$ cat src/rtl/spi_reg_pkg.sv
// Shared types and constants for the SPI-to-register-bus bridge.
package spi_reg_pkg;

  typedef enum logic [2:0] {
    ST_IDLE,
    ST_WAIT_WR,
    ST_WR_REQ,
    ST_RD_REQ,
    ST_WAIT_RD
  } state_t;

  localparam int         RW_BIT       = 7;
  localparam logic [7:0] ERR_BYTE_DEF = 8'hEE;

endpackage

$ cat src/rtl/spi_reg_bridge_if.sv
// Register bus between the SPI bridge (master) and the register file (slave).
interface spi_reg_bridge_if #(
  parameter int ADDR_W = 7
) ();

  logic              req;
  logic              we;
  logic [ADDR_W-1:0] addr;
  logic [7:0]        wdata;
  logic [7:0]        rdata;
  logic              ack;

  modport master (output req, we, addr, wdata, input rdata, ack);
  modport slave  (input req, we, addr, wdata, output rdata, ack);

endinterface

$ cat src/rtl/spi_reg_tmo.sv
// Bus-ack timeout: reloads while clr is high, counts down while en is high,
// and flags expire in the TMO_CYC-th enabled cycle.
module spi_reg_tmo #(
  parameter int TMO_CYC = 64
) (
  input  logic clk,
  input  logic rst,
  input  logic clr,
  input  logic en,
  output logic expire
);

  localparam logic [7:0] LOAD = 8'(TMO_CYC - 1);

  logic [7:0] cnt;

  always_ff @(posedge clk or posedge rst) begin
    if (rst)                     cnt <= LOAD;
    else if (clr)                cnt <= LOAD;
    else if (en && cnt != 8'd0)  cnt <= cnt - 8'd1;
  end

  assign expire = en && (cnt == 8'd0);

endmodule

$ cat src/rtl/spi_reg_bridge.sv
// Turns SPI byte frames ({rw, addr} command, then data/dummy bytes) into
// register bus accesses with auto-incrementing address.
//
// state      | meaning
// -----------+------------------------------------------------
// ST_IDLE    | waiting for a command byte
// ST_WAIT_WR | waiting for the next write data byte
// ST_WR_REQ  | write access outstanding on the bus
// ST_RD_REQ  | read access outstanding on the bus
// ST_WAIT_RD | read data staged in tx_data, waiting for dummy byte
module spi_reg_bridge
  import spi_reg_pkg::*;
#(
  parameter int         ADDR_W   = 7,
  parameter int         TMO_CYC  = 64,
  parameter logic [7:0] ERR_BYTE = ERR_BYTE_DEF
) (
  input  logic       clk,
  input  logic       rst,
  input  logic       cs_n,
  input  logic [7:0] rx_data,
  input  logic       rx_flag,
  output logic [7:0] tx_data,
  spi_reg_bridge_if.master bus,
  output logic       busy,
  output logic       err_tmo,
  output logic       err_ovr,
  input  logic       err_clr
);

  state_t            state, state_n;
  logic [ADDR_W-1:0] addr, addr_n;
  logic [7:0]        wdata, wdata_n;
  logic [7:0]        tx, tx_n;
  logic              tmo, tmo_n;
  logic              ovr, ovr_n;
  logic              abort, abort_n;
  logic              tmo_set, ovr_set;
  logic              rx_ok, in_req, expire, done;

  assign rx_ok  = rx_flag & ~cs_n;
  assign in_req = (state == ST_WR_REQ) || (state == ST_RD_REQ);
  assign done   = bus.ack | expire;

  spi_reg_tmo #(.TMO_CYC(TMO_CYC)) u_tmo (
    .clk    (clk),
    .rst    (rst),
    .clr    (~in_req),
    .en     (in_req),
    .expire (expire)
  );

  always_ff @(posedge clk or posedge rst) begin
    if (rst) begin
      state <= ST_IDLE;
      addr  <= '0;
      wdata <= 8'h00;
      tx    <= 8'h00;
      tmo   <= 1'b0;
      ovr   <= 1'b0;
      abort <= 1'b0;
    end else begin
      state <= state_n;
      addr  <= addr_n;
      wdata <= wdata_n;
      tx    <= tx_n;
      tmo   <= tmo_n;
      ovr   <= ovr_n;
      abort <= abort_n;
    end
  end

  always_comb begin
    state_n = state;
    addr_n  = addr;
    wdata_n = wdata;
    tx_n    = tx;
    abort_n = abort;
    tmo_set = 1'b0;
    ovr_set = 1'b0;
    unique case (state)
      ST_IDLE: begin
        abort_n = 1'b0;
        if (rx_ok) begin
          addr_n  = ADDR_W'(rx_data[RW_BIT-1:0]);
          state_n = rx_data[RW_BIT] ? ST_RD_REQ : ST_WAIT_WR;
        end
      end
      ST_WAIT_WR: begin
        if (cs_n) state_n = ST_IDLE;
        else if (rx_flag) begin
          wdata_n = rx_data;
          state_n = ST_WR_REQ;
        end
      end
      ST_WAIT_RD: begin
        if (cs_n)         state_n = ST_IDLE;
        else if (rx_flag) state_n = ST_RD_REQ;
      end
      ST_WR_REQ, ST_RD_REQ: begin
        ovr_set = rx_ok;
        if (cs_n) abort_n = 1'b1;
        // Ack has priority over a coincident timeout.
        if (done) begin
          addr_n  = addr + ADDR_W'(1);
          tmo_set = ~bus.ack;
          if (state == ST_RD_REQ) tx_n = bus.ack ? bus.rdata : ERR_BYTE;
          if (abort || cs_n)           state_n = ST_IDLE;
          else if (state == ST_WR_REQ) state_n = ST_WAIT_WR;
          else                         state_n = ST_WAIT_RD;
        end
      end
      default: state_n = ST_IDLE;
    endcase
    tmo_n = (tmo & ~err_clr) | tmo_set;
    ovr_n = (ovr & ~err_clr) | ovr_set;
  end

  assign bus.req   = in_req;
  assign bus.we    = (state == ST_WR_REQ);
  assign bus.addr  = addr;
  assign bus.wdata = wdata;
  assign tx_data   = tx;
  assign busy      = (state != ST_IDLE);
  assign err_tmo   = tmo;
  assign err_ovr   = ovr;

endmodule

$ cat src/flat_wrapper.sv
// flat-port wrapper written by rule: the top's interface ports become plain ports
module spi_reg_bridge_flat import spi_reg_pkg::*;
#(
  parameter int         ADDR_W   = 7,
  parameter int         TMO_CYC  = 64,
  parameter logic [7:0] ERR_BYTE = ERR_BYTE_DEF
)
  (clk, rst, cs_n, rx_data, rx_flag, tx_data, busy, err_tmo, err_ovr, err_clr, bus_req, bus_we, bus_addr, bus_wdata, bus_rdata, bus_ack);
  spi_reg_bridge_if #(.ADDR_W(ADDR_W)) bus_i ();
  input  logic clk;
  input  logic rst;
  input  logic cs_n;
  input  logic [7:0] rx_data;
  input  logic rx_flag;
  output logic [7:0] tx_data;
  output logic busy;
  output logic err_tmo;
  output logic err_ovr;
  input  logic err_clr;
  output wire logic [$bits(bus_i.req)-1:0] bus_req;
  output wire logic [$bits(bus_i.we)-1:0] bus_we;
  output wire logic [$bits(bus_i.addr)-1:0] bus_addr;
  output wire logic [$bits(bus_i.wdata)-1:0] bus_wdata;
  input wire logic [$bits(bus_i.rdata)-1:0] bus_rdata;
  input wire logic [$bits(bus_i.ack)-1:0] bus_ack;
  assign bus_req = bus_i.req;
  assign bus_we = bus_i.we;
  assign bus_addr = bus_i.addr;
  assign bus_wdata = bus_i.wdata;
  assign bus_i.rdata = bus_rdata;
  assign bus_i.ack = bus_ack;
  spi_reg_bridge #(.ADDR_W(ADDR_W), .TMO_CYC(TMO_CYC), .ERR_BYTE(ERR_BYTE)) u_core (.clk(clk), .rst(rst), .cs_n(cs_n), .rx_data(rx_data), .rx_flag(rx_flag), .tx_data(tx_data), .bus(bus_i), .busy(busy), .err_tmo(err_tmo), .err_ovr(err_ovr), .err_clr(err_clr));
endmodule
$ cat config.mk
export PLATFORM = sky130hd
export DESIGN_NAME = spi_reg_bridge_flat
export DESIGN_NICKNAME = d
export VERILOG_FILES = /design/src/rtl/spi_reg_pkg.sv /design/src/rtl/spi_reg_bridge_if.sv /design/src/rtl/spi_reg_tmo.sv /design/src/rtl/spi_reg_bridge.sv /design/src/flat_wrapper.sv
export SDC_FILE = /design/constraint.sdc
export NUM_CORES = 1
export LEC_CHECK = 0
export BUFFER_PORTS_ARGS = -buffer_cell sky130_fd_sc_hd__buf_2
export CAP_MARGIN = 10
export CORE_MARGIN = 2
export CORE_UTILIZATION = 40
export CTS_CLUSTER_DIAMETER = 60
export DETAILED_ROUTE_END_ITERATION = 7
export PLACE_DENSITY = 0.66
export SLEW_MARGIN = 20
export SYNTH_ARGS = -nofsm -noshare
export SYNTH_HDL_FRONTEND = slang
export SYNTH_SLANG_ARGS = --single-unit
$ cat constraint.sdc
create_clock -name clk -period 3.3 [get_ports clk]
set_clock_uncertainty 0.15 [all_clocks]
set_input_delay 0.33 -clock clk [delete_from_list [all_inputs] [get_ports clk]]
set_output_delay 0.33 -clock clk [all_outputs]
set_load 0.1 [all_outputs]
==> results of run 1 <==
## placed cells by master, fill, tap and decap left out, types with 7 or more instances in the layout
master   count
buf_2       49
dfrtp_1     31
inv_1       11
mux2_2       7
nand2_1     10
nor2_1      14
o21ai_0     12
## layout make-up
cell class                 count  share of cell area
timing repair buffer          52               0.119
clock inverter                 1              0.0132
sequential                    37               0.411
tap                           52              0.0286
clock buffer                   7              0.0380
multi-input combinational    121               0.372
inverter                      11              0.0182
## layer usage
metal / GRT usage / up-vias / share of wire / wire [um]
met5: 0 / - / 0 / 0
met4: 0.0692 / 0 / 0.014 / 55
met3: 0.0389 / 5 / 0.064 / 255
met2: 0.239 / 54 / 0.43 / 1710
met1: 0.243 / 719 / 0.50 / 1980
li1: - / 749 / - / -
## Yosys cell counts, types with 3 or more instances
cell type / count
dfrtp_1: 31
nor2_1: 14
o21ai_0: 12
inv_1: 11
nand2_1: 10
mux2_2: 7
dfstp_2: 6
nor3_1: 6
o22a_1: 6
a21oi_1: 5
clkbuf_1: 5
a22o_1: 4
and3_1: 4
ha_1: 3
nand3_1: 3
o32ai_1: 3
## sequential cells by signal (all words and copies together), names as in the netlist
register          flops
u_core.abort          1
u_core.err_ovr        1
u_core.u_tmo.cnt      8
u_core.err_tmo        1
u_core.bus.addr       7
u_core.bus.wdata      8
u_core.tx_data        8
u_core.state          3
## cells by family (layout without fill, tap and decap cells)
group / Yosys count / count (layout) / synth area share
AND/OR/NAND/NOR: 58 / 58 / 0.180
XOR/XNOR: 4 / 4 / 0.0189
adder cells (fa/ha/maj): 3 / 3 / 0.0203
buffers and inverters: 18 / 71 / 0.0379
multiplexers: 9 / 9 / 0.0535
AO/OA/AOI/OAI: 47 / 47 / 0.185
flip-flops: 37 / 37 / 0.505
## stage by stage
step / setup WS, ns / instances
3_5_place_dp: 1.08 / 272
5_1_grt: 0.772 / 281
6_report: 0.882 / 281
4_1_cts: 0.862 / 281
3_3_place_gp: 1.13 / 272
2_1_floorplan: 0.652 / 176
## repair_timing
action	in CTS	in global routing
hold buffers	1	0
endpoints found under the setup margin	0	0
endpoints found under the hold margin	27	0
## how the worst min path moves through the flow
stage,slack (ns),endpoint,depth (start not counted),startpoint
floorplan,0.27,u_core.err_tmo,1,err_clr
global placement,0.31,u_core.bus.wdata[5],3,rst
detailed placement,0.31,u_core.bus.wdata[3],3,rst
CTS,0.07,u_core.err_tmo,2,err_clr
global route,0.08,u_core.err_tmo,2,err_clr
finish,0.07,u_core.err_tmo,2,err_clr
==> summary.md, run 1 <==
| Metric | Value |
|---|---|
| Detail Route Antenna Nets | `0` |
| Final Core Density | `0.515` |
| Synthesized Nets | `201` |
| Core area | `0.00441 sq mm` |
| Layout cells sized above 1 | `0.332` |
| Hold Path Class | `primary input to flip-flop` |
| Asr flop ratio synth | `1.00` |
| Post-route DRC | `0` |
| Worst slew pin tran | `0.589 ns` |
| Slack of the worst reg-to-reg path | `1.08 ns` |
| Die width | `72.0 um` |
| Post-synth EDFFs | `0` |
| Area grow syn2layout | `22.9%` |
| Starting Density | `0.419` |
| Wire per inst | `14.2 um` |
| Area of the multi-input gates | `846 sq um` |
| DP Wirelength | `2900 um` |
| Worst-path fanout max | `18` |
| RD Place Congestion | `0.816` |
| CTS tree | `done` |
| Worst path cell trace | `nand2b_1 -> inv_1 -> buf_2` |
| DP Area | `0.00215 sq mm` |
| Slew HR | `0.607` |
| Worst R2R Start | `u_core.u_tmo.cnt[0]` |
| Slowest-stage cell, CP | `dfrtp_1` |
| YS warnings | `0` |
| Cell family with most CP delay | `buffers and inverters` |
| Nets@finish | `253` |
| Clock Latency Late Sink | `0.29 ns` |
| GRT overflow | `0` |
| Number of diodes | `0` |
| DR pass1 iterations | `4` |
| Io pins | `50` |
| Critical path capture point type | `primary output` |
| Max clock buf depth | `2` |
| Top_reg_cell synth | `dfrtp_1` |
| Seq. cell area | `933 sq um` |
| Yosys top cell by area | `dfrtp_1` |
| Synth Area per Inst | `10.5 sq um` |
| WP depth | `3` |
| Vias | `1,527` |
| WL final | `4000 um` |
| H-Tree Depth | `2` |
| Max Slew Vio Count | `0` |
| Clock sinks | `37` |
| Cells on worst reg2reg path | `6` |
| Number of distinct library cells after synthesis | `50` |
| Final hold viol count | `0` |
| Fmax | `414 MHz` |
| CP max stage delay | `0.57 ns` |
| Required time of the critical path | `2.82 ns` |
| Critical path buffer and inverter count | `2` |
| Outcome | `completed` |
| Cts bufs inserted | `5` |
| Top cell type's share of synthesized area | `0.419` |
| Hold slack | `0.0749 ns` |
| CP startpoint | `u_core.state[2]` |
| Final Cell Area | `0.00227 sq mm` |
| Post-CTS Setup Inserts | `0` |
| Die area | `0.00518 sq mm` |
| Fin crit share | `0.733` |
| Antenna violations before repair | `0` |
| Die Span Y | `72.0 um` |
| Max-cap viol count | `0` |
| Critical Path End | `bus_req` |
| Crit path DAT | `1.94 ns` |
| FILL cells | `425` |
| Sequential fraction of the synthesis area | `0.505` |
| Synthesis-stage register bit count | `37` |
| First-pass GRT wire length | `6760 um` |
| Total track usage | `0.167` |
| Tmin final | `2.42 ns` |
| Vias in the first global route | `1,434` |
| Worst setup SP type | `flip-flop` |
| Clock transition at the registers of the reported paths | `0.07 ns` |
| Reg2reg end | `u_core.bus.addr[5]` |
| Site row count | `24` |
| Final Setup Violations | `0` |
| Worst setup path category | `flip-flop to primary output` |
| Buffers on Ports | `49` |
| Synth Instances | `176` |
| Post-Syn Area | `0.00185 sq mm` |
| Root Buffer | `clkbuf_8` |
| DRT iter0 DRCs | `137` |
| Top cells by area, synth | `dfrtp_1 (42%), dfstp_2 (8.5%), mux2_2 (4.3%)` |
| RSZ-0062 raised after global routing | `no` |
| Largest net degree at the start of global routing | `38` |
| DR vias/cell | `5.43` |
| Post_cts resized | `0` |
| Setup TNS | `0 ns` |
Power of run 1 is not shown: default switching activity piles up to over one toggle a cycle in this logic, so the estimate is an artifact.
==> run 2, diff against run 1 <==
==> constraint.sdc (replaced) <==
create_clock -name clk -period 2.5 [get_ports clk]
set_clock_uncertainty 0.15 [all_clocks]
set_input_delay 0.25 -clock clk [delete_from_list [all_inputs] [get_ports clk]]
set_output_delay 0.25 -clock clk [all_outputs]
set_load 0.1 [all_outputs]
==> run 2 against run 1 <==
Critical path depth increased by 3. First-iteration DRC count is 24% lower. Sequential share of layout area decreased by 0.38 points. Utilization rose by 0.48 points. Final area rose by 0.94%. Worst hold slack lost 0.064 ns. Worst setup slack got worse by 0.63 ns. Register-to-register slack worse by 0.83 ns. Die area stayed put. Critical path type is now flip-flop to flip-flop. Highest routed layer unchanged.
==> summary.md, run 2 (synthesis results as in run 1) <==
| Metric | Value |
|---|---|
| Final Setup Violations | `0` |
| GRT overflow | `0` |
| Crit path DAT | `2.28 ns` |
| Wire per inst | `14.2 um` |
| Vias | `1,531` |
| Cts bufs inserted | `5` |
| Worst setup path category | `flip-flop to flip-flop` |
| Largest net degree at the start of global routing | `38` |
| Worst-path fanout max | `9` |
| Die Span Y | `72.0 um` |
| DR vias/cell | `5.35` |
| Starting Density | `0.419` |
| Detail Route Antenna Nets | `0` |
| Final hold viol count | `0` |
| Slew HR | `0.589` |
| DP Wirelength | `2960 um` |
| Critical path capture point type | `flip-flop` |
| Vias in the first global route | `1,559` |
| Required time of the critical path | `2.53 ns` |
| Root Buffer | `clkbuf_8` |
| WL final | `4060 um` |
| FILL cells | `406` |
| DR pass1 iterations | `4` |
| DRT iter0 DRCs | `104` |
| Die area | `0.00518 sq mm` |
| Fin crit share | `0.901` |
| Most common cell after layout, fill and taps aside | `buf_2` |
| Seq. cell area | `933 sq um` |
| Fmax | `444 MHz` |
| Buffers on Ports | `49` |
| RSZ-0062 raised after global routing | `no` |
| Layout cells sized above 1 | `0.350` |
| RD Place Congestion | `0.792` |
| H-Tree Depth | `2` |
| Tmin final | `2.25 ns` |
| Area of the multi-input gates | `848 sq um` |
| Max-cap viol count | `0` |
| Nets@finish | `258` |
| Site row count | `24` |
| Max clock buf depth | `2` |
| Max Slew Vio Count | `0` |
| Clock sinks | `37` |
| Clock Latency Late Sink | `0.29 ns` |
| Clock transition at the registers of the reported paths | `0.07 ns` |
| CTS tree | `done` |
| Number of diodes | `0` |
| Outcome | `completed` |
| Most frequent cells in the layout | `buf_2 (48), dfrtp_1 (31), nor2_1 (13), o21ai_0 (12), inv_1 (11)` |
| Post_cts resized | `0` |
| Io pins | `50` |
| Worst slew pin tran | `0.617 ns` |
| Core area | `0.00441 sq mm` |
| Post-route DRC | `0` |
| Total track usage | `0.173` |
| Area grow syn2layout | `24.0%` |
| Worst setup SP type | `flip-flop` |
| Hold Path Class | `primary input to flip-flop` |
| First-pass GRT wire length | `7070 um` |
| Die width | `72.0 um` |
| Antenna violations before repair | `0` |
| Setup TNS | `0 ns` |
-- run 2: what timing repair did --
action | CTS | global route
endpoints found under the hold margin | 31 | 0
setup buffers | 0 | 0
hold buffers | 1 | 0
-- run 2: worst paths after layout --
path / cells after the start / from / slack (ns) / endpoint
worst min-delay path: 2 / err_clr / 0.01 / u_core.err_ovr
max in group asynchronous: 4 / rst / 1.38 / u_core.u_tmo.cnt[0]
worst max-delay path: 6 / u_core.u_tmo.cnt[0] / 0.25 / u_core.bus.addr[5]
worst max register to register: 6 / u_core.u_tmo.cnt[0] / 0.25 / u_core.bus.addr[5]
worst min register to register: 2 / u_core.bus.wdata[6] / 0.33 / u_core.bus.wdata[6]
min in group asynchronous: 4 / rst / 0.45 / u_core.bus.wdata[5]
-- run 2: routing by layer --
layer / vias to the layer above / wire length (um) / track usage
met4: 0 / 42 / 0.0650
met1: 725 / 1900 / 0.235
met5: - / 0 / 0
met3: 6 / 224 / 0.0403
li1: 756 / - / -
met2: 44 / 1890 / 0.271
-- run 2: area by class of cell --
cell class              count  share of cell area
well taps                  52              0.0284
clock buffers               6              0.0316
inverters                  11              0.0180
flip-flops and latches     37               0.407
clock inverters             2             0.00436
multi-input cells         121               0.370
repair buffers             57               0.141
-- run 2: worst max-delay path, stage by stage (launching register included) --
cell and delay [ns]:
dfstp_2 0.53, inv_1 0.07, ha_1 0.20, nor3b_2 0.18, a311oi_2 0.59, o2bb2ai_1 0.11, a221o_1 0.30
-- run 2: through the flow --
stage,instance area (sq um),hold WS [ns],util,setup slack (ns),cells
6_report,2290,0.0110,0.520,0.247,286
5_1_grt,2290,0.00687,0.520,0.138,286
4_1_cts,2290,0.00450,0.520,0.242,286
3_5_place_dp,2200,0.248,0.499,0.254,277
3_3_place_gp,2200,0.235,0.499,0.323,277
2_1_floorplan,1850,0.194,-,0.175,176
Power of run 2 is left out for the same reason.
==> run 3, diff against run 2 <==
--- a/config.mk
+++ b/config.mk
@@ -11,8 +11,7 @@
 export CORE_UTILIZATION = 40
 export CTS_CLUSTER_DIAMETER = 60
 export DETAILED_ROUTE_END_ITERATION = 7
-export PLACE_DENSITY = 0.66
-export SLEW_MARGIN = 20
+export PLACE_DENSITY = 0.64
 export SYNTH_ARGS = -nofsm -noshare
 export SYNTH_HDL_FRONTEND = slang
 export SYNTH_SLANG_ARGS = --single-unit
==> run 3 against run 2 <==
First-iteration DRC count fell by 3.8%. Register-to-register slack barely moved. Critical path depth fell by 3. Final cell count fell by 1.4%. Sequential share of layout area fell by 0.18 points. Critical endpoint is now bus_we. Highest routed layer unchanged.
==> summary.md, run 3 (synthesis results as in run 1) <==
| Metric | Value |
|---|---|
| Largest net degree at the start of global routing | `38` |
| Clock transition at the registers of the reported paths | `0.08 ns` |
| DRT iter0 DRCs | `100` |
| DR pass1 iterations | `4` |
| Number of diodes | `0` |
| Hold path depth | `2` |
| DR vias/cell | `5.36` |
| Io pins | `50` |
| FILL cells | `388` |
| WP depth | `3` |
| Required time of the critical path | `2.10 ns` |
| Outcome | `completed` |
| Most common cell after layout, fill and taps aside | `buf_2` |
| Cells on worst reg2reg path | `6` |
| Worst setup path category | `flip-flop to primary output` |
| Starting Density | `0.419` |
| Worst R2R Start | `u_core.u_tmo.cnt[0]` |
| Reg2reg end | `u_core.bus.addr[6]` |
| Max-cap viol count | `0` |
| CP max stage delay | `0.68 ns` |
| Fin crit share | `0.914` |
| Tmin final | `2.29 ns` |
| Core area | `0.00441 sq mm` |
| Area grow syn2layout | `24.6%` |
| Buffers on Ports | `49` |
| Post-route DRC | `0` |
| Final hold viol count | `0` |
| Die area | `0.00518 sq mm` |
| Final Setup Violations | `0` |
| Vias | `1,511` |
| Crit path DAT | `1.89 ns` |
| Critical path capture point type | `primary output` |
| Root Buffer | `clkbuf_8` |
| WL final | `4020 um` |
| Nets@finish | `254` |
| Cts bufs inserted | `5` |
| Die Span Y | `72.0 um` |
| Vias in the first global route | `1,447` |
| Hold_sp | `err_clr` |
| Slowest-stage cell, CP | `dfrtp_1` |
| Die width | `72.0 um` |
| Clock Latency Late Sink | `0.29 ns` |
| Critical path buffer and inverter count | `1` |
| Fmax | `438 MHz` |
| Post-CTS Setup Inserts | `0` |
| H-Tree Depth | `2` |
| Setup TNS | `0 ns` |
| Max clock buf depth | `2` |
| Hold Path Class | `primary input to flip-flop` |
| Slew HR | `0.587` |
| First-pass GRT wire length | `6730 um` |
| Wire per inst | `14.3 um` |
| Detail Route Antenna Nets | `0` |
| Site row count | `24` |
| RD Place Congestion | `0.765` |
| Total track usage | `0.167` |
| Cell family with most CP delay | `flip-flops` |
| CTS tree | `done` |
| WHS Endpoint | `u_core.err_ovr` |
| GRT overflow | `0` |
| Worst-path fanout max | `16` |
| DP Wirelength | `2820 um` |
| Clock sinks | `37` |
| Slack of the worst reg-to-reg path | `0.25 ns` |
| Most frequent cells in the layout | `buf_2 (48), dfrtp_1 (31), nor2_1 (13), o21ai_0 (12), inv_1 (11)` |
| Worst slew pin tran | `0.620 ns` |
| Worst path cell trace | `nand2b_2 -> nor2_2 -> buf_2` |
| RSZ-0062 raised after global routing | `no` |
| Antenna violations before repair | `0` |
| Worst setup SP type | `flip-flop` |
| Layout cells sized above 1 | `0.348` |
| Max Slew Vio Count | `0` |
[run 3: cell count changes in the layout (fill, tap and decap cells not counted)]
cell / previous run / this run
clkinv_2: 2 / 0
nand2b_1: 2 / 1
bufinv_16: 0 / 1
clkinvlp_4: 0 / 1
clkbuf_1: 1 / 0
clkbuf_8: 5 / 6
buf_4: 7 / 3
nand2b_2: 0 / 1
[run 3: worst max path at each step]
stage | startpoint | slack (ns) | endpoint
6_report | u_core.state[1] | 0.21 | bus_we
5_1_grt | u_core.state[1] | 0.12 | u_core.bus.addr[5]
4_1_cts | u_core.state[1] | 0.04 | bus_we
3_5_place_dp | u_core.u_tmo.cnt[0] | 0.27 | u_core.bus.addr[5]
3_3_place_gp | u_core.u_tmo.cnt[0] | 0.30 | u_core.bus.addr[5]
2_1_floorplan | u_core.state[2] | 0.17 | u_core.bus.addr[4]
[run 3: what timing repair did]
action / 4_1_cts / 5_1_grt
hold endpoints to repair: 31 / 0
gates resized for setup: 0 / 1
hold buffers: 1 / 0
endpoints found under the setup margin: 0 / 2
[run 3: final cells by class]
class,instances,area [sq um],share of cell area
multi-input cells,121,851,0.369
repair buffers,53,293,0.127
clock buffers,6,82.6,0.0359
well taps,52,65.1,0.0282
flip-flops and latches,37,933,0.405
inverters,11,41.3,0.0179
clock inverters,2,37.5,0.0163
[run 3: layer usage]
layer	vias up	part of all wire	track usage
li1	750	-	-
met1	714	0.49	0.241
met2	41	0.44	0.239
met3	6	0.054	0.0542
met4	0	0.011	0.0503
met5	-	0	0
[run 3: stage by stage]
stage               area [sq um]   util  setup slack [ns]  hold slack [ns]  cells
floorplan                   1850      -             0.175            0.194    176
global placement            2170  0.492             0.300            0.229    273
detailed placement          2170  0.492             0.268            0.234    273
CTS                         2300  0.521            0.0420         0.000757    282
global route                2300  0.522             0.117          0.00905    282
finish                      2300  0.522             0.214          0.00643    282
Power of run 3 is left out for the same reason.
